$ cat src/rtl/fifo_skew_sched.sv
// fifo_skew_sched: drains rows_p row FIFOs into a systolic array edge with diagonal skew,
//   so row r starts r steps after row 0. One start_i pulse streams len_p elements per row.
// Latency: zero-cycle data path. Strobes and data are combinational from state, t and fifo_valid_i.
// Backpressure: the wavefront advances in lockstep. Any empty active row stalls every row.
// Ports:
//   clk_i, reset_i (sync, active-high), start_i  : control; start_i is honoured only when idle
//   busy_o, done_o, stall_o                      : status (busy in RUN/DONE, one-cycle done pulse)
//   fifo_valid_i/fifo_data_i/fifo_yumi_o         : row FIFO read side (yumi only when valid)
//   array_valid_o/array_data_o                   : skewed elements into the array, row r at [r*width_p +: width_p]
module fifo_skew_sched #(
  parameter int rows_p  = 4,
  parameter int width_p = 8,
  parameter int len_p   = 16
) (
  input  logic                        clk_i,
  input  logic                        reset_i,
  input  logic                        start_i,
  output logic                        busy_o,
  output logic                        done_o,
  output logic                        stall_o,
  input  logic [rows_p-1:0]           fifo_valid_i,
  input  logic [rows_p*width_p-1:0]   fifo_data_i,
  output logic [rows_p-1:0]           fifo_yumi_o,
  output logic [rows_p-1:0]           array_valid_o,
  output logic [rows_p*width_p-1:0]   array_data_o
);

  localparam int tw_lp = $clog2(len_p + rows_p);
  // Final step index: the last row's last element.
  localparam logic [tw_lp-1:0] last_t_lp = tw_lp'(len_p + rows_p - 2);

  localparam logic [1:0] st_idle = 2'd0;
  localparam logic [1:0] st_run  = 2'd1;
  localparam logic [1:0] st_done = 2'd2;

  logic [1:0]        state;
  logic [tw_lp-1:0]  t;
  logic [rows_p-1:0] active;
  logic              run;
  logic              go;

  // Row r carries data during steps r .. r+len_p-1 of the wavefront.
  always_comb begin
    active = '0;
    for (int r = 0; r < rows_p; r++) begin
      if ((int'(t) >= r) && (int'(t) < r + len_p)) begin
        active[r] = 1'b1;
      end
    end
  end

  assign run = (state == st_run);
  // A step fires only when every active row has an element; inactive rows are don't-care.
  assign go  = &(fifo_valid_i | ~active);

  assign stall_o       = run & ~go;
  assign fifo_yumi_o   = (run && go) ? active : '0;
  assign array_valid_o = fifo_yumi_o;
  assign busy_o        = (state == st_run) || (state == st_done);
  assign done_o        = (state == st_done);

  // Idle and stalled rows present zero data so the array edge never sees stale values.
  always_comb begin
    array_data_o = '0;
    for (int r = 0; r < rows_p; r++) begin
      if (fifo_yumi_o[r]) begin
        array_data_o[r*width_p +: width_p] = fifo_data_i[r*width_p +: width_p];
      end
    end
  end

  always_ff @(posedge clk_i) begin
    if (reset_i) begin
      state <= st_idle;
      t     <= '0;
    end else begin
      case (state)
        st_idle: begin
          if (start_i) begin
            state <= st_run;
            t     <= '0;
          end
        end
        st_run: begin
          if (go) begin
            if (t == last_t_lp) begin
              state <= st_done;
              t     <= '0;
            end else begin
              t <= t + 1'b1;
            end
          end
        end
        st_done: state <= st_idle;
        default: state <= st_idle;
      endcase
    end
  end

endmodule

$ cat config.mk
export PLATFORM = sky130hd
export DESIGN_NAME = fifo_skew_sched
export DESIGN_NICKNAME = d
export VERILOG_FILES = /design/src/rtl/fifo_skew_sched.sv
export SDC_FILE = /design/constraint.sdc
export NUM_CORES = 1
export LEC_CHECK = 0
export ABC_AREA = 1
export BUFFER_PORTS_ARGS = -buffer_cell sky130_fd_sc_hd__buf_2
export CELL_PAD_IN_SITES_DETAIL_PLACEMENT = 1
export CELL_PAD_IN_SITES_GLOBAL_PLACEMENT = 1
export CORE_MARGIN = 2
export CORE_UTILIZATION = 25
export DETAILED_ROUTE_END_ITERATION = 8
export PLACE_DENSITY_LB_ADDON = 0.1
export SLEW_MARGIN = 20
export SYNTH_ARGS = -nofsm -noshare
export SYNTH_HDL_FRONTEND = slang
export SYNTH_SLANG_ARGS = --single-unit
$ cat constraint.sdc
create_clock -name clk_i -period 2.85 [get_ports clk_i]
set_clock_uncertainty 0.15 [all_clocks]
set_input_delay 0.285 -clock clk_i [delete_from_list [all_inputs] [get_ports clk_i]]
set_output_delay 0.285 -clock clk_i [all_outputs]
set_load 0.03 [all_outputs]
==> results.yml, run 1 <==
die:
  dieArea_um2: 4530
  rows: 23
  core_area_um2: 3910
  start_util: 0.256
  io_pins: 82
  die_w_um: 67.3
  fp.dieH_um: 67.3
synthesis:
  synth_area_per_cell_um2: 5.83
  synth_top_family_by_area: "simple AND/OR/NAND/NOR gates"
  synth_xor_xnor_area_share: 0.00874
  synth-warning-count: 0
  yosys.area_share.simple: 0.492
  synth_compound_area_frac: 0.0537
  ys_seq_area_frac: 0.140
  synthTopCellsByCount: "49 x inv_1, 44 x nor2_1, 22 x nand2_1"
  synth_area_um2: 1000
  ys_types: 25
  synth.area.mux_share: 0
  synthFlopType: "dfxtp_1"
  synth_top_area_frac: 0.184
  syn_nets: 216
  synthArstFlopShare: 0
  synth.most_common_cell: "inv_1"
  synth-seq-cells: 7
  synth-edff-count: 0
  yosys-top-cells-area: "inv_1 18%, nor2_1 16%, dfxtp_1 14%"
  yosysTopAreaCell: "inv_1"
  synthCells: 172
  synth_fa_ha_area_frac: 0.0624
clocking:
  holdBufCountCts: 0
  cts-buffers-inserted: 3
  cts_sinks: 7
  path_clk_slew_ns: 0.04
  post_cts_buffers: 0
  cts-resized-gates: 0
  clockBufferDepth: 2
  worst_skew_pair.late_latency_ns: 0.23
  root_buffer: "clkbuf_8"
  htree_levels: 1
  cts_tree: "built"
cells_and_area:
  diodes: 0
  finalInstanceArea_um2: 1460
  fin_cells: 301
  final_util: 0.374
  area_growth_pct: 45.9
  drive_gt1_frac: 0.414
  nNetsFinal: 296
critical_path:
  path_class: "reg -> out"
  timing.rr.start: "state[1]$_SDFFE_PP0P_"
  critPathCaptureType: "output pin"
  cp.arrival_ns: 2.12
  cp.required_ns: 2.41
  rrSetupSlack_ns: 0.98
  reg2reg_depth: 7
  r2r-end: "t[3]$_SDFFE_PP0P_"
  cp_max_fo: 9
  startpoint_type: "register"
global_route:
  grt_use_total: 0.136
  grtUsageMet2: 0.243
  grt_overflow_total: 0
  grt_use_met1: 0.157
  grt_busiest_layer: "met2"
  antenna_found_initial: 0
  grt_pass1_vias: 1123
  grt_pass1_wl_mm: 4.81
  grt_use_met3: 0.0283
  grt_max_degree: 13
drt:
  route.antenna.remaining_nets: 0
  vias: 1229
  post-route-drc-count: 0
  viasPerCell: 4.08
  wire_per_inst_um: 10.1
  drtIter0Drc: 19
  wirelength_mm: 3.03
  first_pass_iters: 3
placed_design:
  place_congestion: 0.719
  dpl-instance-area_um2: 1420
  post-dp-hpwl_mm: 2.61
  portBuffers: 81
  dp_cells: 297
  post-place-ws_ns: 0.502
sta:
  max_slew_margin: 0.723
  finalSetupViolations: 0
  layout_min_cycle_time_ns: 2.55
  timing.final.ws_setup_ns: 0.299
  fin_crit_sh: 0.895
  holdWs_ns: 0.131
  timing.fmax_ghz: 0.392
  worst_slew_pin_slew_ns: 0.416
  finalSetupTns_ns: 0
  rsz0062_at_grt: "no"
  drv_slew: 0
  finalHoldViolCount: 0
hold_path:
  min_path_type: "in -> reg"
  hold_end: "t[2]$_SDFFE_PP0P_"
  worstHoldStart: "reset_i"
  whs_path_depth: 2
job:
  cap_violations: 0
power_and_ir_drop:
  power_density_nw_per_um2: 671
  peakVddDrop_uv: 352
  cellLeakagePower_nw: 1.01
  fin_total_pwr_uw: 982
outcome:
  status: "complete, no violations"
## worst max-delay path, cell delays in order (launching register included)
cell	delay [ns]
dfxtp_1	0.43
inv_2	0.07
ha_1	0.18
nor2_1	0.09
nand3_1	0.17
nand4_2	0.16
nand3_4	0.12
nor2_8	0.18
nand4_4	0.17
nor2_1	0.13
buf_2	0.21
## registers in the layout (all words and copies together), names as in the netlist
register  flops
t             5
state         2
## report_power, final
group	internal, mW	total (mW)	leakage, nW	switching, mW
Sequential	0.122	0.168	0.0572	0.0454
Clock	0.0968	0.140	0.0228	0.0430
Combinational	0.208	0.674	0.930	0.466
Total	0.427	0.982	1.01	0.555
## worst max path at each step
stage | slack [ns] | startpoint | end | cells past startpoint
2_1_floorplan | 0.55 | t[1]$_SDFFE_PP0P_ | fifo_yumi_o[1] | 10
5_1_grt | 0.08 | t[1]$_SDFFE_PP0P_ | array_data_o[9] | 10
4_1_cts | 0.25 | t[1]$_SDFFE_PP0P_ | array_data_o[14] | 10
3_3_place_gp | 0.55 | t[1]$_SDFFE_PP0P_ | array_data_o[16] | 10
3_5_place_dp | 0.50 | t[1]$_SDFFE_PP0P_ | array_data_o[14] | 10
6_report | 0.30 | t[1]$_SDFFE_PP0P_ | array_data_o[14] | 10
## layer usage
layer,wire (um),part of all wire
met5,0,0
met4,35,0.012
met3,287,0.095
met2,1390,0.46
met1,1310,0.43
## placed cells by master (no fill, tap or decap)
| cell | count |
|---|---|
| inv_2 | 2 |
| nand4_2 | 2 |
| nand3_4 | 3 |
| inv_1 | 49 |
| nand3_1 | 7 |
| nor2_1 | 44 |
| clkbuf_1 | 1 |
| nand4_4 | 1 |
| nand3b_1 | 1 |
| nand2_2 | 3 |
| nor2_8 | 1 |
| clkbuf_8 | 3 |
| o21ai_0 | 1 |
| buf_2 | 81 |
| xor2_1 | 1 |
| nand3_2 | 1 |
| nor2_2 | 1 |
| nand4_1 | 1 |
| dfxtp_1 | 7 |
| nand2_1 | 22 |
| a21oi_1 | 8 |
| a21oi_2 | 1 |
| or2_2 | 2 |
| and3_2 | 1 |
| ha_1 | 5 |
| nand2_4 | 2 |
## layout make-up
type / instances / area, um2
repair buffers: 81 / 405
inverters: 51 / 191
well taps: 50 / 62.6
multi-input cells: 108 / 618
clock buffers: 4 / 45.0
flip-flops and latches: 7 / 140
fillers: 571 / 2450
## cells by family after synthesis
kind of cell / after synthesis
buffers and inverters: 57
AOI/OAI and AO/OA: 10
xor gates and xnor gates: 1
adders and majority gates: 5
DFF: 7
and+or+nand+nor: 92
(Power assumes the default switching activity.)
==> inputs of run 2 (changes only) <==
GPL_TIMING_DRIVEN = 0   (was not set)
PLACE_DENSITY = 0.91   (was not set)
PLACE_DENSITY_LB_ADDON = not set   (was 0.1)
SLEW_MARGIN = not set   (was 20)
==> results.yml, run 2 (same netlist as run 1, synthesis figures left out) <==
die:
  rows: 23
  start_util: 0.256
  core_area_um2: 3910
  fp.dieH_um: 67.3
  die_w_um: 67.3
  io_pins: 82
  dieArea_um2: 4530
power_and_ir_drop:
  switching_power_uw: 561
  peakVddDrop_uv: 326
  power_switching_share: 0.549
  p_comb_frac: 0.716
  cell_internal_pwr_uw: 461
  power_density_nw_per_um2: 674
  pwr-share-seq: 0.146
  clockPowerShare: 0.138
  cellLeakagePower_nw: 1.04
sta:
  finalSetupViolations: 0
  layout_min_cycle_time_ns: 2.62
  fin_crit_sh: 0.919
  finalSetupTns_ns: 0
  max_slew_margin: 0.740
  timing.final.ws_setup_ns: 0.230
  drv_slew: 0
  finalHoldViolCount: 0
  worst_slew_pin_slew_ns: 0.390
  timing.fmax_ghz: 0.382
  rsz0062_at_grt: "no"
cells_and_area:
  drive_gt1_frac: 0.428
  reg_top3: "t (5), state (2)"
  final_cell_mix: "81 x buf_2, 49 x inv_1, 44 x nor2_1"
  n_fill_cell: 561
  layout_commonest_cell: "buf_2"
  finalInstanceArea_um2: 1520
  area_growth_pct: 51.2
  diodes: 0
  nNetsFinal: 302
  top_register: "t"
  largest_reg_flops: 5
critical_path:
  cp_max_fo: 9
  startpoint_type: "register"
  rrSetupSlack_ns: 0.94
  cp.depth: 11
  critPathTopFamily: "simple AND/OR/NAND/NOR gates"
  path_class: "reg -> out"
  timing.rr.start: "t[1]$_SDFFE_PP0P_"
  cp.arrival_ns: 2.19
  r2r-end: "t[3]$_SDFFE_PP0P_"
  path_buf_inv: 4
  startpoint: "t[1]$_SDFFE_PP0P_"
  crit_path_top_delay_cell: "dfxtp_1"
  reg2reg_depth: 10
  critPathCapture: "fifo_yumi_o[1]"
  cp.required_ns: 2.41
  critPathCaptureType: "output pin"
  crit_chain: "inv_2 -> ha_1 -> nor2_1 -> nand3_1 -> nand4_2 -> nand3_4 -> nor2_8 -> nand4_4 -> inv_1 -> buf_4 -> buf_2"
  slowest_delay_ns: 0.43
drt:
  drtIter0Drc: 21
  vias: 1277
  wirelength_mm: 3.10
  route.antenna.remaining_nets: 0
  viasPerCell: 4.16
  wire_per_inst_um: 10.1
  post-route-drc-count: 0
  first_pass_iters: 4
hold_path:
  min_path_type: "in -> reg"
global_route:
  grt_overflow_total: 0
  grt_pass1_wl_mm: 4.83
  antenna_found_initial: 0
  grt_use_total: 0.135
  grt_pass1_vias: 1201
  grt_max_degree: 11
  grt_use_met3: 0.0317
  grt_busiest_layer: "met2"
  grt_use_met1: 0.131
  grtUsageMet2: 0.278
job:
  cap_violations: 0
clocking:
  path_clk_slew_ns: 0.04
  worst_skew_pair.late_latency_ns: 0.23
  holdBufCountCts: 0
  root_buffer: "clkbuf_8"
  cts_tree: "built"
  clockBufferDepth: 2
  post_cts_buffers: 0
  htree_levels: 1
  cts-resized-gates: 0
  cts-buffers-inserted: 3
  cts_sinks: 7
placed_design:
  dpl-instance-area_um2: 1470
  post-dp-hpwl_mm: 2.81
  place_congestion: 0.802
  post-place-ws_ns: 0.454
  portBuffers: 81
outcome:
  status: "complete, no violations"
[run 2: changes by cell type in the layout (fill, tap and decap cells not counted)]
cell   previous run  this run
buf_4             0         4
buf_6             0         2
[run 2: layout make-up]
| cell class | count | area, um2 | share of cell area |
|---|---|---|---|
| Multi-Input combinational cell | 108 | 618 | 0.408 |
| Buffer | 6 | 52.6 | 0.0347 |
| Timing Repair Buffer | 81 | 405 | 0.268 |
| Clock buffer | 4 | 45.0 | 0.0297 |
| Sequential cell | 7 | 140 | 0.0925 |
| Inverter | 51 | 191 | 0.126 |
| Tap cell | 50 | 62.6 | 0.0413 |
[run 2: how the worst min path moves through the flow]
| stage | from | endpoint | slack [ns] | cells past startpoint |
|---|---|---|---|---|
| floorplan | reset_i | state[0]$_SDFFE_PP0P_ | 0.20 | 1 |
| detailed placement | state[0]$_SDFFE_PP0P_ | state[0]$_SDFFE_PP0P_ | 0.34 | 2 |
| CTS | reset_i | t[2]$_SDFFE_PP0P_ | 0.12 | 2 |
| finish | reset_i | t[2]$_SDFFE_PP0P_ | 0.12 | 2 |
| global placement | state[0]$_SDFFE_PP0P_ | state[0]$_SDFFE_PP0P_ | 0.32 | 2 |
| global route | reset_i | t[2]$_SDFFE_PP0P_ | 0.14 | 2 |
[run 2: power groups by stage]
stage	logic [mW]	registers, mW	clock network (mW)
finish	0.732	0.149	0.141
global placement	0.723	0.149	0
global route	0.813	0.153	0.151
CTS	0.745	0.150	0.146
floorplan	0.580	0.144	0
detailed placement	0.744	0.151	0
[run 2: layer usage]
metal / wire [um] / up-vias
met5: 0 / -
met4: 14 / 0
met3: 282 / 2
met2: 1660 / 43
met1: 1140 / 568
li1: - / 664
[run 2: through the flow]
stage	util	std cells	hold slack, ns	power (mW)
after detailed placement	0.376	303	0.337	0.895
after global routing	0.387	307	0.142	1.12
final	0.387	307	0.122	1.02
after global placement	0.376	303	0.323	0.872
after floorplan	-	172	0.204	0.724
after CTS	0.387	307	0.119	1.04
[run 2: worst reg2reg max path, delay by kind of cell (launching register included)]
| kind | cells | cell delay [ns] |
|---|---|---|
| simple gates | 6 | 0.70 |
| flops | 1 | 0.43 |
| buf+inv | 2 | 0.21 |
| fa+ha+maj | 1 | 0.18 |
| compound gates | 1 | 0.17 |
==> inputs of run 3 (changes only) <==
BUFFER_PORTS_ARGS = -buffer_cell sky130_fd_sc_hd__buf_4   (was -buffer_cell sky130_fd_sc_hd__buf_2)
CORE_UTILIZATION = 24   (was 25)
PLACE_DENSITY = 0.88   (was 0.91)
clock period = 2.9 ns   (was 2.85 ns; I/O delays follow)
==> results.yml, run 3 (same netlist as run 1, synthesis figures left out) <==
critical_path:
  slowest_delay_ns: 0.44
  cp.required_ns: 2.46
  critPathCaptureType: "output pin"
  cp_max_fo: 9
  crit_path_top_delay_cell: "dfxtp_1"
  path_class: "reg -> out"
  cp.arrival_ns: 2.16
  cp_common_cell: "buf_4"
  crit_chain: "inv_2 -> ha_1 -> nor2_1 -> nand3_1 -> nand4_2 -> nand3_4 -> nor2_8 -> nand4_4 -> inv_1 -> buf_4 -> buf_4"
  startpoint_type: "register"
cells_and_area:
  largest_reg_flops: 5
  diodes: 0
  top_register: "t"
  area_growth_pct: 71.4
  nNetsFinal: 302
  final_cell_mix: "85 x buf_4, 49 x inv_1, 44 x nor2_1"
  drive_gt1_frac: 0.428
  final_util: 0.429
  layout_commonest_cell: "buf_4"
  reg_top3: "t (5), state (2)"
  n_fill_cell: 555
clocking:
  clockBufferDepth: 2
  worst_skew_pair.late_latency_ns: 0.23
  post_cts_buffers: 0
  cts-resized-gates: 0
  holdBufCountCts: 0
  root_buffer: "clkbuf_8"
  cts_tree: "built"
  cts-buffers-inserted: 3
  htree_levels: 1
  cts_sinks: 7
  path_clk_slew_ns: 0.04
drt:
  vias: 1271
  viasPerCell: 4.14
  wirelength_mm: 3.07
  first_pass_iters: 4
  route.antenna.remaining_nets: 0
  post-route-drc-count: 0
  wire_per_inst_um: 9.98
  drtIter0Drc: 24
placed_design:
  portBuffers: 81
  place_congestion: 0.697
  post-place-ws_ns: 0.509
  post-dp-hpwl_mm: 2.69
sta:
  finalSetupTns_ns: 0
  finalSetupViolations: 0
  rsz0062_at_grt: "no"
  layout_min_cycle_time_ns: 2.60
  finalHoldViolCount: 0
  worst_slew_pin_slew_ns: 0.370
  max_slew_margin: 0.753
  drv_slew: 0
  fin_crit_sh: 0.896
  timing.fmax_ghz: 0.385
  timing.final.ws_setup_ns: 0.302
die:
  die_w_um: 68.6
  core_area_um2: 4000
  start_util: 0.251
  dieArea_um2: 4710
  fp.dieH_um: 68.6
  rows: 23
  io_pins: 82
power_and_ir_drop:
  cellLeakagePower_nw: 1.07
  fin_total_pwr_mw: 1.05
  peakVddDrop_uv: 383
  power_density_nw_per_um2: 614
job:
  cap_violations: 0
hold_path:
  min_path_type: "in -> reg"
outcome:
  status: "complete, no violations"
global_route:
  grt_use_total: 0.126
  grt_max_degree: 11
  grt_overflow_total: 0
  antenna_found_initial: 0
  grt_pass1_vias: 1109
  grt_pass1_wl_mm: 4.61
-- run 3: final timing paths --
kind                                       startpoint                     to  slack, ns  cells after the start
worst max-delay path                t[1]$_SDFFE_PP0P_         fifo_yumi_o[1]       0.30                     11
worst min-delay path                          reset_i  state[1]$_SDFFE_PP0P_       0.10                      2
worst min register to register  state[1]$_SDFFE_PP0P_  state[1]$_SDFFE_PP0P_       0.34                      2
worst max register to register      t[1]$_SDFFE_PP0P_      t[0]$_SDFFE_PP0P_       0.99                     11
-- run 3: final cells by class --
class	count	area, um2	share of cell area
repair buffers	81	608	0.354
flip-flops and latches	7	140	0.0816
clock buffers	4	45.0	0.0262
inverters	51	191	0.111
plain buffers	6	52.6	0.0306
well taps	50	62.6	0.0364
multi-input cells	108	618	0.360
-- run 3: per-stage QoR --
stage                     instances  hold WS (ns)  instance area [um2]
after global placement          303         0.318                 1670
after CTS                       307        0.0983                 1720
after global routing            307         0.110                 1720
after detailed placement        303         0.334                 1670
final                           307         0.102                 1720
after floorplan                 172         0.209                 1000
-- run 3: where the power goes --
| part | switching (mW) | leakage, nW | internal [mW] | total, mW |
|---|---|---|---|---|
| sequential | 0.0260 | 0.0572 | 0.120 | 0.146 |
| combinational | 0.481 | 0.993 | 0.290 | 0.770 |
| clock | 0.0423 | 0.0228 | 0.0951 | 0.137 |
| total | 0.549 | 1.07 | 0.505 | 1.05 |
-- run 3: layer usage --
metal | vias to the layer above | wire (um) | GRT usage
li1 | 666 | - | -
met1 | 554 | 1180 | 0.136
met2 | 49 | 1460 | 0.233
met3 | 2 | 395 | 0.0341
met4 | 0 | 32 | 0.0450
met5 | - | 0 | 0
-- run 3: worst max-delay path, delay by kind of cell (launching register included) --
family                     cells  cell delay (ns)
and+or+nand+nor                6             0.89
DFF                            1             0.44
buffers and inverters          4             0.42
adders and majority gates      1             0.18
